## config.mk

```make
export PLATFORM = sky130hd
export DESIGN_NAME = pipe_dec_stage
export DESIGN_NICKNAME = d
export VERILOG_FILES = /design/src/rtl/pipe_dec_stage.sv
export SDC_FILE = /design/constraint.sdc
export NUM_CORES = 1
export LEC_CHECK = 0
export CAP_MARGIN = 20
export CORE_UTILIZATION = 41
export DETAILED_ROUTE_END_ITERATION = 10
export GPL_TIMING_DRIVEN = 0
export PLACE_DENSITY = 0.89
export SETUP_SLACK_MARGIN = 0.3
export SLEW_MARGIN = 0
export SYNTH_ARGS = -nofsm -noshare
export SYNTH_HDL_FRONTEND = slang
export SYNTH_SLANG_ARGS = --single-unit
export TNS_END_PERCENT = 20
```

## constraint.sdc

```tcl
create_clock -name clk -period 1.4 [get_ports clk]
set_input_delay 0.28 -clock clk [delete_from_list [all_inputs] [get_ports clk]]
set_output_delay 0.28 -clock clk [all_outputs]
set_load 0.05 [all_outputs]
```

## src/rtl/pipe_dec_stage.sv

```systemverilog
// IF->ID pipeline register: PC/exception/delay-slot/valid plus late-arriving instruction capture.
// Optional STAGE_PERF_EN macro adds saturating stall/bubble counters (stall_cnt, bubble_cnt).
module pipe_dec_stage #(
  parameter int unsigned     INSTR_W        = 32,
  parameter int unsigned     PC_W           = 32,
  parameter int unsigned     EXC_W          = 5,
  parameter logic [PC_W-1:0] RESET_PC       = 32'h0000_3000,
  parameter logic [PC_W-1:0] HANDLER_PC     = 32'h0000_4180,
  parameter bit              FLUSH_KEEP_EXC = 1'b1
`ifdef STAGE_PERF_EN
  , parameter int unsigned   CNT_W          = 32
`endif
) (
  input  logic               clk,
  input  logic               rst_n,
  input  logic               stall,
  input  logic               req,
  input  logic               flush,
  input  logic [INSTR_W-1:0] instr_in,
  input  logic [PC_W-1:0]    pc_in,
  input  logic [EXC_W-1:0]   exc_in,
  input  logic               slot_in,
  input  logic               valid_in,
  input  logic [PC_W-1:0]    jumpto,
  output logic [INSTR_W-1:0] instr_out,
  output logic [PC_W-1:0]    pc_out,
  output logic [EXC_W-1:0]   exc_out,
  output logic               slot_out,
  output logic               valid_out
`ifdef STAGE_PERF_EN
  , output logic [CNT_W-1:0] stall_cnt,
  output logic [CNT_W-1:0]   bubble_cnt
`endif
);

  logic               pass;
  logic [INSTR_W-1:0] hold;
  logic [INSTR_W-1:0] instr_raw;

  // The IM answers one cycle late: use it live right after an advance, else the captured copy.
  always_comb begin
    instr_raw = pass ? instr_in : hold;
    instr_out = instr_raw;
    if (exc_out != '0 || !valid_out) instr_out = '0;
  end

  always_ff @(posedge clk or negedge rst_n) begin
    if (!rst_n) begin
      pass      <= 1'b0;
      hold      <= '0;
      pc_out    <= RESET_PC;
      exc_out   <= '0;
      slot_out  <= 1'b0;
      valid_out <= 1'b0;
    end else if (req) begin
      pass      <= 1'b0;
      hold      <= '0;
      pc_out    <= HANDLER_PC;
      exc_out   <= '0;
      slot_out  <= 1'b0;
      valid_out <= 1'b0;
    end else if (stall) begin
      pass      <= 1'b0;
      hold      <= instr_raw;
    end else if (flush) begin
      pass      <= 1'b0;
      hold      <= '0;
      pc_out    <= jumpto;
      exc_out   <= FLUSH_KEEP_EXC ? exc_in : '0;
      slot_out  <= 1'b0;
      valid_out <= 1'b0;
    end else begin
      pass      <= 1'b1;
      hold      <= instr_in;
      pc_out    <= pc_in;
      exc_out   <= exc_in;
      slot_out  <= slot_in;
      valid_out <= valid_in;
    end
  end

`ifdef STAGE_PERF_EN
  // A stall under req is overridden, so it is not counted; flush under stall is deferred, not a bubble yet.
  always_ff @(posedge clk or negedge rst_n) begin
    if (!rst_n) begin
      stall_cnt  <= '0;
      bubble_cnt <= '0;
    end else begin
      if (stall && !req && stall_cnt != '1)
        stall_cnt <= stall_cnt + 1'b1;
      if ((req || (flush && !stall)) && bubble_cnt != '1)
        bubble_cnt <= bubble_cnt + 1'b1;
    end
  end
`endif

endmodule

```

### Word-level counts from Yosys, hierarchy flattened

Index checks and enable logic that the tools add are counted.

| operators by class | value |
|---|---|
| $add $sub $neg | 0 |
| $mul | 0 |
| divide/modulo/power cells | 0 |
| $lt $le $gt $ge | 0 |
| equality and inequality tests | 1 |
| shift-type cells | 0 |
| muxes and demuxes | 19 |
| bitwise gates (word level) | 0 |
| reduce and logical (&&, ||, !) cells | 3 |

Operators with widths:

| cell | count |
|---|---|
| two-way mux 32 bit | 8 |
| two-way mux 5 bit | 2 |
| two-way mux 1 bit | 9 |
| nonzero test 5 bit | 1 |
| != test 2 x 1 -> 1 bit (second input constant) | 1 |
| zero test 1 bit | 1 |
| logical OR 1 bit | 1 |

| word-level totals | value |
|---|---|
| bits in registers | 72 |
| latch bits | 0 |
| bits in writable memories | 0 |
| ROM bits | 0 |
| input bits | 108 |
| output and inout port bits | 71 |
| word-level logic and storage cells | 29 |
| memories | 0 |

### Logic depth before layout (Yosys ltp)

Gate-level depths: netlist of the first run.

| depth | value |
|---|---|
| depth after elaboration | 3 |
| gate-level depth with buffers | 6 |
| mapped depth without buffers | 3 |

### Worst setup path before layout of the first run

Ideal clock, no wire load.

| timing path | value |
|---|---|
| path type | reg-to-output |
| start point | register exc_out[1] |
| end point | output port instr_out[10] |
| arrival | 1.955 ns |
| data required time | 1.120 ns |
| slack | -0.835 ns |
| stages on the path, launching flop included | 5 |
| buffers on the path | 1 |
| cell sequence | dfrtp_1 > nor4_1 > nand3b_1 > clkbuf_1 > nor2_1 |

| on the way | value |
|---|---|
| cells in the longest elaborated chain, start to end | 3 |

RTL lines:

| what | line | text |
|---|---|---|
| from (decl) | 27 | `output logic [EXC_W-1:0] exc_out,` |
| from (signal assigned) | 69 | `exc_out <= FLUSH_KEEP_EXC ? exc_in : '0;` |
| from (signal assigned) | 76 | `exc_out <= exc_in;` |
| nonzero test 5 bit | 44 | `if (exc_out != '0 \|\| !valid_out) instr_out = '0;` |
| logical OR 1 bit | 44 |  |
| two-way mux 32 bit | 44 |  |
| to (decl) | 25 | `output logic [INSTR_W-1:0] instr_out,` |

Every way passes these cells.

### Worst setup path in the final report of the first run

| timing path | value |
|---|---|
| start point | register exc_out[2] |
| end point | output port instr_out[30] |

Same word-level chain as after synthesis.

==> results by stage, run 1 <==
STA:
- The measured slew at the worst slew-check pin is 0.902 ns.
- Setup repair after global routing could not meet its margin everywhere.
- The worst hold slack across all endpoints is 0.0651 ns.
- The final hold violation count is 0.
- The worst-case headroom to the max-slew limit is about 40%.
- Summed over all failing endpoints, the final setup total negative slack is -21.16 ns.
- The worst path uses 149% of the clock period.
- The worst clock skew is between 0.004 and 0.005 ns.
- Subtracting the final worst setup slack from the clock period gives about 2.1 ns.
- Across all setup checks in the final design, the least slack found is -0.681 ns.
- The final max-slew violation count is 0.
- The final count of negative-setup-slack endpoints is 35.
- Static timing analysis puts the maximum clock frequency at 481 MHz.

Flow run:
- Across the run, the number of max-cap violations was 0.

Floorplanning:
- The top-level port count is 179.
- The floorplan step defined a core boundary enclosing ~8600 µm².
- The die is 96.2 µm tall.
- For this configuration, the core starts out at a cell density of 42.1%.
- The die covers 9260 µm².
- The horizontal die dimension is 96.2 µm.
- The standard-cell row count is 34.

Power and ir drop:
- The peak supply drop is around 0.44 mV.
- The sum of internal, switching and leakage power is just over 5000 µW.
- The static leakage power is 0.00271 µW.
- The power density over the cells is 820 nW/µm².

CTS:
- The TritonCTS clock tree is yes.
- The number of buffers inserted for hold repair after clock tree synthesis is 0.
- The buffer depth of the longest clock path is 2.
- The buffer cell driving the clock tree root is sky130_fd_sc_hd__clkbuf_8.
- The clock insertion delay at the later pin of the skew report is 0.33 ns.
- After clock tree synthesis, the clock-pin slew on the worst setup and hold paths is roughly 0.080 ns.
- The CTS H-tree depth is 3.
- In this run, CTS created clock tree buffers numbering 9.
- The count of clock tree sinks is 72.

Setup path:
- STA puts the critical path data required time at 1.12 ns.
- The element type at the critical path end is a primary output.
- At the worst endpoint, the arrival time is 1.80 ns.
- The category of the most critical setup path is flip-flop to primary output.
- The largest fanout on the critical path is 8.
- The worst setup path is launched from a flip-flop.

Global routing:
- The initial antenna violation count was 0.
- The number of global-route vias before repair is roughly 3600.
- Global routing used roughly 28% of the available met1 tracks.
- The wire length of the first global-routing pass is 17100 µm.
- The global routing met3 resource utilization is 5.85%.
- The total overflow left after global routing is 0.
- Entering global routing, the biggest net connects 73 pins.
- The fraction of met2 tracks used by global routing is 43.7%.
- The routing layer with the top usage in global route is met2.
- The global-route usage over all layers is 24.4%.

Layout:
- The area used by sequential logic in the layout is 1810 µm².
- In the final layout, the multi-input gates occupy 1920 µm².
- The final layout net count is 648.
- The number of antenna repair diodes is 0.
- In the final layout, the share of cells above drive strength 1 is 28.6%.
- The count of placed standard cells in the final layout, fillers left out is 653.
- Leaving out fill and tap cells, the most frequent cells in the layout are sky130_fd_sc_hd__clkdlybuf4s50_1 (103), sky130_fd_sc_hd__mux2i_1 (69), sky130_fd_sc_hd__dfrtp_1 (67).
- The library cell used most frequently in the layout, excluding fill and tap cells, is sky130_fd_sc_hd__clkdlybuf4s50_1.
- The total non-filler cell area in the finished layout is ~6300 µm².
- Compared with the post-synthesis result, the final layout area differs by 72.9%.
- The fill cell total of the finished layout is 614.

Routing:
- Using the TritonRoute via totals, the vias-per-cell ratio works out to 5.27.
- Dividing the detail-routed wire length by the instance count gives 16.6 µm.
- For this block, the initial DRC count from the detailed router was 97.
- Before antenna repair, the detailed router went through 5 iterations.
- The via total after detailed routing is between 3000 and 4000.
- Summed over all layers, the routed wires come to 10800 µm.
- The number of nets still failing antenna checks after routing is 0.
- The final routed DRC violation total is 0.

Synth:
- The share of the yosys chip area belonging to registers is roughly half.
- The number of nets handed over by synthesis was 454.
- The synthesized design contains 72 register bits.
- The number of different library cells used by synthesis comes to 20.
- After synthesis, the mean cell area works out to 10.5 µm².
- The post-synthesis instance area is around 3600 µm².
- For this run, the number of Yosys warnings is 0.
- The synthesized netlist cell count is 346.

Placement:
- The final HPWL from detailed placement is 7690 µm.
- The number of port buffers is 176.
- The cell total after placement is between 600 and 700.
- Summing all placed instances gives a cell area of 5800 µm².
- The congestion estimate from routability-driven global placement came to 0.773.

Status:
- The flow ran to the end, but the final reports show violations.
- The final reports fail on setup timing.

Min path:
- The tightest min-delay check is of the input port to asynchronous set/reset pin type.
per-stage QoR:
step	utilization, %	setup slack, ns
after global routing	72.9	-0.768
after CTS	71.9	-0.641
after floorplan	-	-0.458
after detailed placement	67.1	-1.16
final	72.9	-0.681
after global placement	67.2	-2.63
power breakdown:
part           switching [µW]  internal [µW]
combinational             684            645
sequential               81.8           2190
clock                     742            818
worst paths after layout:
path | startpoint | slack [ns] | cells past startpoint | end
max | exc_out[2] | -0.68 | 6 | instr_out[30]
min | rst_n | 0.07 | 1 | pc_out[7]
max reg2reg | pass | 0.12 | 4 | hold[14]
min reg2reg | hold[8] | 0.51 | 1 | hold[8]
max in group asynchronous | rst_n | 0.71 | 1 | exc_out[1]
min in group clk | flush | 0.29 | 3 | pass
final cells by class:
cell class / instances / share of cell area, %
Buffer: 29 / 4.30
Clock buffer: 12 / 2.15
Multi-Input combinational cell: 245 / 30.5
Timing Repair Buffer: 183 / 31.5
Tap cell: 108 / 2.15
Clock inverter: 4 / 0.716
Sequential cell: 72 / 28.7
cells in the mapped netlist:
master / count / area share (%)
sky130_fd_sc_hd__a21oi_1: 3 / 0.41
sky130_fd_sc_hd__a21oi_4: 1 / 0.45
sky130_fd_sc_hd__a22o_1: 32 / 7.7
sky130_fd_sc_hd__a22oi_1: 2 / 0.41
sky130_fd_sc_hd__buf_2: 11 / 1.5
sky130_fd_sc_hd__buf_4: 4 / 0.83
sky130_fd_sc_hd__buf_6: 4 / 1.2
sky130_fd_sc_hd__clkbuf_1: 10 / 1.0
sky130_fd_sc_hd__dfrtp_1: 70 / 48
sky130_fd_sc_hd__dfstp_2: 2 / 1.4
sky130_fd_sc_hd__mux2i_1: 69 / 19
sky130_fd_sc_hd__nand2_1: 30 / 3.1
sky130_fd_sc_hd__nand2b_1: 1 / 0.17
sky130_fd_sc_hd__nand3b_1: 1 / 0.21
sky130_fd_sc_hd__nor2_1: 45 / 4.6
sky130_fd_sc_hd__nor2b_1: 29 / 5.0
sky130_fd_sc_hd__nor3b_2: 1 / 0.34
sky130_fd_sc_hd__nor4_1: 1 / 0.17
sky130_fd_sc_hd__o21ai_0: 29 / 4.0
sky130_fd_sc_hd__or2_4: 1 / 0.24
per-layer routing:
metal | share of wire (%) | up-vias
met1 | 39 | 1696
met3 | 6.1 | 15
met4 | 1.8 | 0
met2 | 53 | 143
li1 | - | 1588
met5 | 0 | -
kinds of logic (layout without fill, tap and decap cells):
family | Yosys count | count (layout) | synth area share, %
flip-flops | 72 | 72 | 49.6
multiplexers | 69 | 69 | 19.0
AND/OR/NAND/NOR | 109 | 109 | 13.9
AO/OA/AOI/OAI | 67 | 67 | 13.0
buffers and inverters | 29 | 228 | 4.61
sequential cells by signal, indices dropped and copies added (netlist names):
register,cells
pc_out,32
pass,1
exc_out,5
slot_out,1
hold,32
valid_out,1
what timing repair did:
action / 4_1_cts / 5_1_grt
gates resized for setup: 496 / 32
gates cloned: 3 / 0
pin swaps: 2 / 27
hold endpoints to repair: 0 / 0
setup buffers: 4 / 0
setup endpoints to repair: 143 / 105
critical path: stages (launching register included):
cell and delay (ns):
sky130_fd_sc_hd__dfrtp_1 0.41, sky130_fd_sc_hd__nor4_4 0.31, sky130_fd_sc_hd__nand3b_1 0.13, sky130_fd_sc_hd__buf_6 0.18, sky130_fd_sc_hd__clkbuf_16 0.17, sky130_fd_sc_hd__nor2_4 0.09, sky130_fd_sc_hd__buf_6 0.16
Note: power is estimated with default switching activity, not from simulation.
==> run 2: changes to the inputs <==
- SKIP_LAST_GASP: not set -> 1
==> run 2 against run 1 <==
Net effect:
- the run still ends with setup timing left
- core utilization is 1.3 points lower
- clock skew is 0.0014 ns higher
- largest cell class unchanged
- hold slack is essentially flat
- sequential power hardly changed
- flip-flop and latch count did not move
- largest power group unchanged
- wire length shrank 0.42%
- highest routed layer unchanged
- register-to-register slack worse by 0.12 ns
- global-route usage shrank 0.33 points
- critical path depth stayed put
- design area fell by 1.8%
- critical endpoint unchanged
==> results by stage, run 2 (synthesized netlist as in run 1, its figures left out) <==
Setup path:
- The family of cells with the greatest summed delay on the critical path is simple AND/OR/NAND/NOR gates.
- The startpoint kind of the worst setup timing path is a flip-flop.
- The worst register-to-register path begins at pass.
- The most frequent cell on the critical path is sky130_fd_sc_hd__buf_6.
- The slowest stage of the critical path is the sky130_fd_sc_hd__dfrtp_1 cell.
- The number of buffer and inverter stages on the critical path is 3.
- The largest fanout on the critical path is 8.
- The signal arrival time at the worst endpoint is 1.79 ns.
- The critical path is of the flip-flop to primary output type.
- The slack of the worst reg-to-reg path is 0 ns.
- Traced cell by cell, the critical path runs through nor4_4 > nand3b_1 > buf_6 > clkbuf_16 > nor2_4 > buf_6.
- The endpoint identified for the worst register-to-register timing path is hold[16].
- In this design, the stage delay of the slowest critical-path cell is 0.41 ns.
- Data on the critical path is required at its endpoint by ~1.1 ns.
- The worst reg2reg path depth is 4.
- The worst setup path is captured at a primary output.
- In this run the worst setup path begins at exc_out[2].

Floorplanning:
- The standard-cell row count is 34.
- The die is 96.2 µm wide.
- The top-level port count is 179.
- The height of the chip is 96.2 µm.
- The floorplan core area is approximately 8600 µm².
- The initial utilization of the core area, before any placement, comes to 42.1%.
- The die covers 9260 µm².

Layout:
- The number of antenna diodes in the final layout is 0.
- The largest registers in the layout are hold (32), pc_out (32), exc_out (5).
- In the layout the commonest cells are sky130_fd_sc_hd__clkdlybuf4s50_1 (143), sky130_fd_sc_hd__mux2i_1 (69), sky130_fd_sc_hd__dfrtp_1 (67).
- The library cell used most frequently in the layout, excluding fill and tap cells, is sky130_fd_sc_hd__clkdlybuf4s50_1.
- The total non-filler cell area in the finished layout is between 6000 and 7000 µm².
- The final layout net count is around 650.
- The signed area change from the synthesized netlist to the final layout is 69.8%.
- The fraction of final layout cells with drive strength greater than 1 is 21.3%.

STA:
- Across the routed clock network, the largest skew measured is 0.00566 ns.
- The final max-slew violation count came to 0.
- The fmax is 483 MHz.
- After layout, the worst setup slack is -0.671 ns.
- The final critical path time including I/O delays and setup is around 2.1 ns.
- The final hold violation count came to 0.
- The final count of negative-setup-slack endpoints is 104.
- The final setup TNS is -38.03 ns.
- The measured slew at the worst slew-check pin is roughly 0.9 ns.
- The worst-case headroom to the max-slew limit is 39.9%.
- Of the available clock period, the critical path in the final layout requires 148%.
- Setup repair after global routing could not meet its margin everywhere.

Routing:
- In this run the remaining antenna-violating nets after routing total 0.
- The wire length reported by the detailed router is 10800 µm.
- Dividing the detail-routed wire length by the instance count gives between 15 and 20 µm.
- The via density per instance is 5.27.
- For this block, the via count after detailed routing is approximately 3400.
- The total iterations of the first detailed-routing run is 4.
- In the routed design, unresolved DRC markers number 0.
- The violation count after the first detailed-route iteration is 69.

CTS:
- The TritonCTS clock tree is yes.
- The number of buffers inserted for hold repair after clock tree synthesis is 0.
- The longest clock path from root to sink contains 2 buffers.
- The CTS buffer count is 9.
- The clock reaches the later pin of the worst-skew pair after around 0.34 ns.
- Clock tree synthesis selected as its root buffer the cell sky130_fd_sc_hd__clkbuf_8.
- The count of clock tree sinks is 72.
- The clock tree synthesis step divided the H-tree into 3 levels.
- The clock edge transition at the registers on the reported setup and hold paths is about 0.070 ns.

Power and ir drop:
- Across the VDD grid, the largest voltage drop is about 0.44 mV.
- Cell internal power was estimated by the tool at 3620 µW.
- The static leakage power is roughly 0.0026 µW.
- The clock network burns 30.5% of the power.
- In this run, the combinational gates consume between 20% and 30% of the power.
- Of the total power, the share spent switching nets is 29.1%.
- The power density over the cells is 827 nW/µm².
- In this run the power spent charging and discharging nets is roughly 1500 µW.
- Registers are responsible for between 40 and 50% of the overall power.

Status:
- The run finished, with violations left.
- The final reports fail on setup timing.

Global routing:
- The initial antenna violation count is 0.
- After global routing the overflow that remains totals 0.
- Entering global routing, the biggest net connects 73 pins.
- For this run, the total global-route usage over all layers was measured as 24.0%.
- The first global-routing pass estimated approximately 17000 µm of wire.
- The number of global-route vias before repair is 3573.

Placement:
- The number of port buffers is approximately 180.
- The placed instances occupy a cell area of slightly below 6000 µm².
- The final HPWL from detailed placement is 7690 µm.
- The routability congestion estimate from global placement is ~0.77.

Flow run:
- Across the run, the number of max-cap violations was 0.

Min path:
- The worst hold path class is input port to asynchronous set/reset pin.
[run 2: worst max path at each step]
stage / end / slack, ns / cells after the start
finish: instr_out[30] / -0.67 / 6
global route: instr_out[20] / -0.75 / 6
CTS: instr_out[30] / -0.64 / 6
detailed placement: instr_out[22] / -1.16 / 5
global placement: exc_out[3] / -2.63 / 1
floorplan: instr_out[10] / -0.46 / 4
[run 2: final cells by class]
type	instances	area, µm²
multi-input cells	245	1910
flip-flops and latches	72	1810
plain buffers	29	239
clock inverters	4	45.0
fillers	645	2460
well taps	108	135
repair buffers	183	1900
clock buffers	12	135
[run 2: metrics by stage]
stage	total power (µW)	setup slack, ns	util [%]	instances	hold WS (ns)
after floorplan	2950	-0.458	-	346	-0.0156
after global placement	3520	-2.63	67.2	630	0.487
after detailed placement	3550	-1.16	67.1	630	0.467
after CTS	5140	-0.641	71.1	653	0.0999
after global routing	5330	-0.754	71.5	653	0.138
final	5110	-0.671	71.5	653	0.0651
[run 2: worst reg2reg max path, stage by stage (launching register included)]
cell and delay [ns]:
sky130_fd_sc_hd__dfrtp_1 0.36, sky130_fd_sc_hd__buf_2 0.17, sky130_fd_sc_hd__nor3b_2 0.33, sky130_fd_sc_hd__buf_2 0.29, sky130_fd_sc_hd__a22o_1 0.19
[run 2: layer usage]
| layer | wire [µm] | global-route usage, % |
|---|---|---|
| met4 | 206 | 9.08 |
| met3 | 736 | 5.92 |
| met2 | 5690 | 43.0 |
| met5 | 0 | 0 |
| met1 | 4160 | 27.5 |
[run 2: power by group through the flow]
stage | combinational [µW] | clock (µW) | sequential, µW
2_1_floorplan | 437 | 0 | 2510
3_3_place_gp | 1240 | 0 | 2290
3_5_place_dp | 1260 | 0 | 2290
4_1_cts | 1300 | 1590 | 2250
5_1_grt | 1380 | 1680 | 2270
6_report | 1300 | 1560 | 2260
[run 2: what timing repair did]
action / CTS / global route
pin swaps: 2 / 1
resized for setup: 229 / 12
setup buffers: 4 / 0
cloned: 3 / 0
endpoints found under the setup margin: 143 / 143
==> run 3: changes to the inputs <==
- SKIP_CTS_REPAIR_TIMING: not set -> 1
==> run 3 against run 2 <==
Net effect:
- clock power about the same
- flip-flop and latch count unchanged
- the run still ends with setup timing left
- die area unchanged
- first-iteration DRC count increased by 1.4%
- highest routed layer unchanged
- clock skew decreased by 0.0019 ns
- via count decreased by 2.3%
- final cell count decreased by 0.61%
==> results by stage, run 3 (synthesized netlist as in run 1, its figures left out) <==
Status:
- The flow ran to the end, but the final reports show violations.
- The checks that failed: setup timing.

Layout:
- The count of placed standard cells in the final layout, fillers left out is between 600 and 700.
- The area growth from synthesis to layout is 67.8%.
- Measured on the finished design, the core utilization comes to 70.7%.
- The most common cell after layout, fill and taps aside is sky130_fd_sc_hd__clkdlybuf4s50_1.
- In the layout the commonest cells are sky130_fd_sc_hd__clkdlybuf4s50_1 (143), sky130_fd_sc_hd__mux2i_1 (69), sky130_fd_sc_hd__dfrtp_1 (67).
- The number of antenna diodes in the final layout is 0.
- With fillers left out, the area of the finished cells amounts to between 6000 and 7000 µm².
- The fraction of final layout cells with drive strength greater than 1 is 20.7%.
- Counting the fill cells in the layout gives around 660.
- The largest registers in the layout are hold (32), pc_out (32), exc_out (5).
- The final layout net count is 644.

Floorplanning:
- Measured along the y axis, the die boundary spans 96.2 µm.
- 179 I/O pins were placed.
- The standard-cell row count is 34.
- The floorplan core area is 8640 µm².
- The horizontal die dimension is 96.2 µm.
- The die footprint is 9260 µm².
- Once the floorplan was initialized, standard cells occupied 42.1% of the core.

Setup path:
- STA puts the critical path data required time at 1.12 ns.
- STA classifies the critical path startpoint as a flip-flop.
- For this design, the slowest cell found on the critical path is sky130_fd_sc_hd__dfrtp_1.
- The endpoint of the worst register-to-register path is hold[16].
- By startpoint and endpoint, the worst setup path is classified as flip-flop to primary output.
- The critical path goes through nor4_4 > nand3b_1 > buf_6 > buf_12 > nor2_4 > buf_6.
- STA classifies the critical path endpoint as a primary output.
- The worst setup path endpoint is instr_out[30].
- The most frequent cell on the critical path is sky130_fd_sc_hd__buf_6.
- The worst reg2reg path depth is 4.
- Of all nets on the critical path, the largest fanout is 10.
- The worst register-to-register path has a setup slack of 0.01 ns.
- In this design, the stage delay of the slowest critical-path cell is 0.42 ns.
- The critical register-to-register path startpoint is pass.
- At the worst endpoint, the arrival time is 1.78 ns.
- The critical path starts at exc_out[2].

STA:
- The worst-case headroom to the max-slew limit is 40.6%.
- Setup repair after global routing could not meet its margin everywhere.
- The final critical path time including I/O delays and setup is 2.06 ns.
- At the pin with the least slew margin, the transition time is 0.890 ns.
- Timing would allow up to 485 MHz.
- The post-route fraction of the period consumed by the critical path is 147%.
- For the final database, setup skew stands at 0.00378 ns.
- Once routing completed, OpenROAD measured the worst setup slack at -0.662 ns.
- The final count of negative-setup-slack endpoints is ~100.
- The final max-slew violation count is 0.
- The final hold violation count is 0.

Routing:
- The total iterations of the first detailed-routing run is 4.
- The violation count after the first detailed-route iteration is 70.
- Using the TritonRoute via totals, the vias-per-cell ratio works out to between 5 and 6.
- The routed design has between 10000 and 15000 µm of wire.
- Once detail routing completed, the nets flagged for antenna violations numbered 0.
- The via total after detailed routing is 3363.
- The final routed DRC violation total is 0.
- Dividing the detail-routed wire length by the instance count gives 16.1 µm.

Placement:
- Input and output buffers added on the ports amount to about 180.
- The cell total after placement is 630.
- Summing all placed instances gives a cell area of 5800 µm².
- At the end of routability-driven placement, the weighted congestion stood at 0.773.
- The final HPWL from detailed placement is 7690 µm.

CTS:
- Clock-pin slew was measured on the worst setup and hold paths at 0.07 ns.
- Counting along the longest clock path gives a buffer depth of 2.
- The count of clock tree sinks is approximately 70.
- The cell sitting at the root of the clock tree is a sky130_fd_sc_hd__clkbuf_8.
- The CTS buffer count is 9.
- The clock insertion delay at the later pin of the skew report is 0.33 ns.
- CTS built an H-tree with a depth of 3.
- TritonCTS built the clock tree.

Power and ir drop:
- Power spread over the standard cell area amounts to roughly 830 nW/µm².
- The static leakage power is around 0.0026 µW.
- The peak supply drop is 0.440 mV.

Global routing:
- The first global-routing pass estimated 16100 µm of wire.
- The total congestion overflow after global routing is 0.
- Global routing consumed, over all layers together, between 20% and 30% of the routing resources.
- Entering global routing, the biggest net connects 73 pins.
- The initial antenna violation count was 0.
- The number of global-route vias before repair is 3465.

Min path:
- The min-delay analysis places its worst path in the category input port to asynchronous set/reset pin.

Flow run:
- The max-capacitance violation count is 0.
## run 3: changes by cell type in the layout (fill, tap and decap cells not counted), sizes merged
cell,previous run,this run
buf,57,53
## run 3: layout make-up
cell class / count / area [µm²] / share of cell area [%]
timing repair buffer: 179 / 1850 / 30.2
clock inverter: 4 / 45.0 / 0.738
sequential: 72 / 1810 / 29.6
tap: 108 / 135 / 2.21
clock buffer: 12 / 135 / 2.21
multi-input combinational: 245 / 1910 / 31.3
buffer: 29 / 224 / 3.67
## run 3: metrics by stage
| stage | setup TNS (ns) | hold slack, ns | power [µW] | setup slack [ns] |
|---|---|---|---|---|
| after floorplan | -14.54 | -0.0156 | 2950 | -0.458 |
| after detailed placement | -57.00 | 0.467 | 3550 | -1.16 |
| after global placement | -226.86 | 0.487 | 3520 | -2.63 |
| after CTS | -65.16 | 0.0999 | 5110 | -1.54 |
| after global routing | -45.96 | 0.138 | 5320 | -0.752 |
| final | -37.50 | 0.0753 | 5100 | -0.662 |
## run 3: worst min-delay path by stage
stage / startpoint / end / slack [ns] / cells after the start
final: rst_n / hold[15] / 0.08 / 1
after global placement: hold[31] / hold[31] / 0.49 / 1
after CTS: rst_n / pc_out[8] / 0.1 / 1
after detailed placement: rst_n / hold[12] / 0.47 / 1
after floorplan: rst_n / exc_out[0] / -0.02 / 0
after global routing: rst_n / hold[18] / 0.14 / 1
## run 3: worst max-delay path, delay by kind of cell (launching register included)
| kind | cells | cell delay, ns |
|---|---|---|
| AND/OR/NAND/NOR | 3 | 0.53 |
| buffers and inverters | 3 | 0.49 |
| flip-flops | 1 | 0.42 |
## run 3: layer usage
layer / vias to the layer above / wire, µm / track usage (%)
met5: - / 0 / 0
met4: 0 / 144 / 8.21
met3: 13 / 752 / 5.92
met2: 139 / 5430 / 40.4
met1: 1631 / 4140 / 26.5
li1: 1580 / - / -
## run 3: report_power, final
part           total, µW  internal, µW  switching, µW
sequential          2260          2190           67.1
combinational       1280           607            674
clock               1560           817            743
total               5100          3610           1480
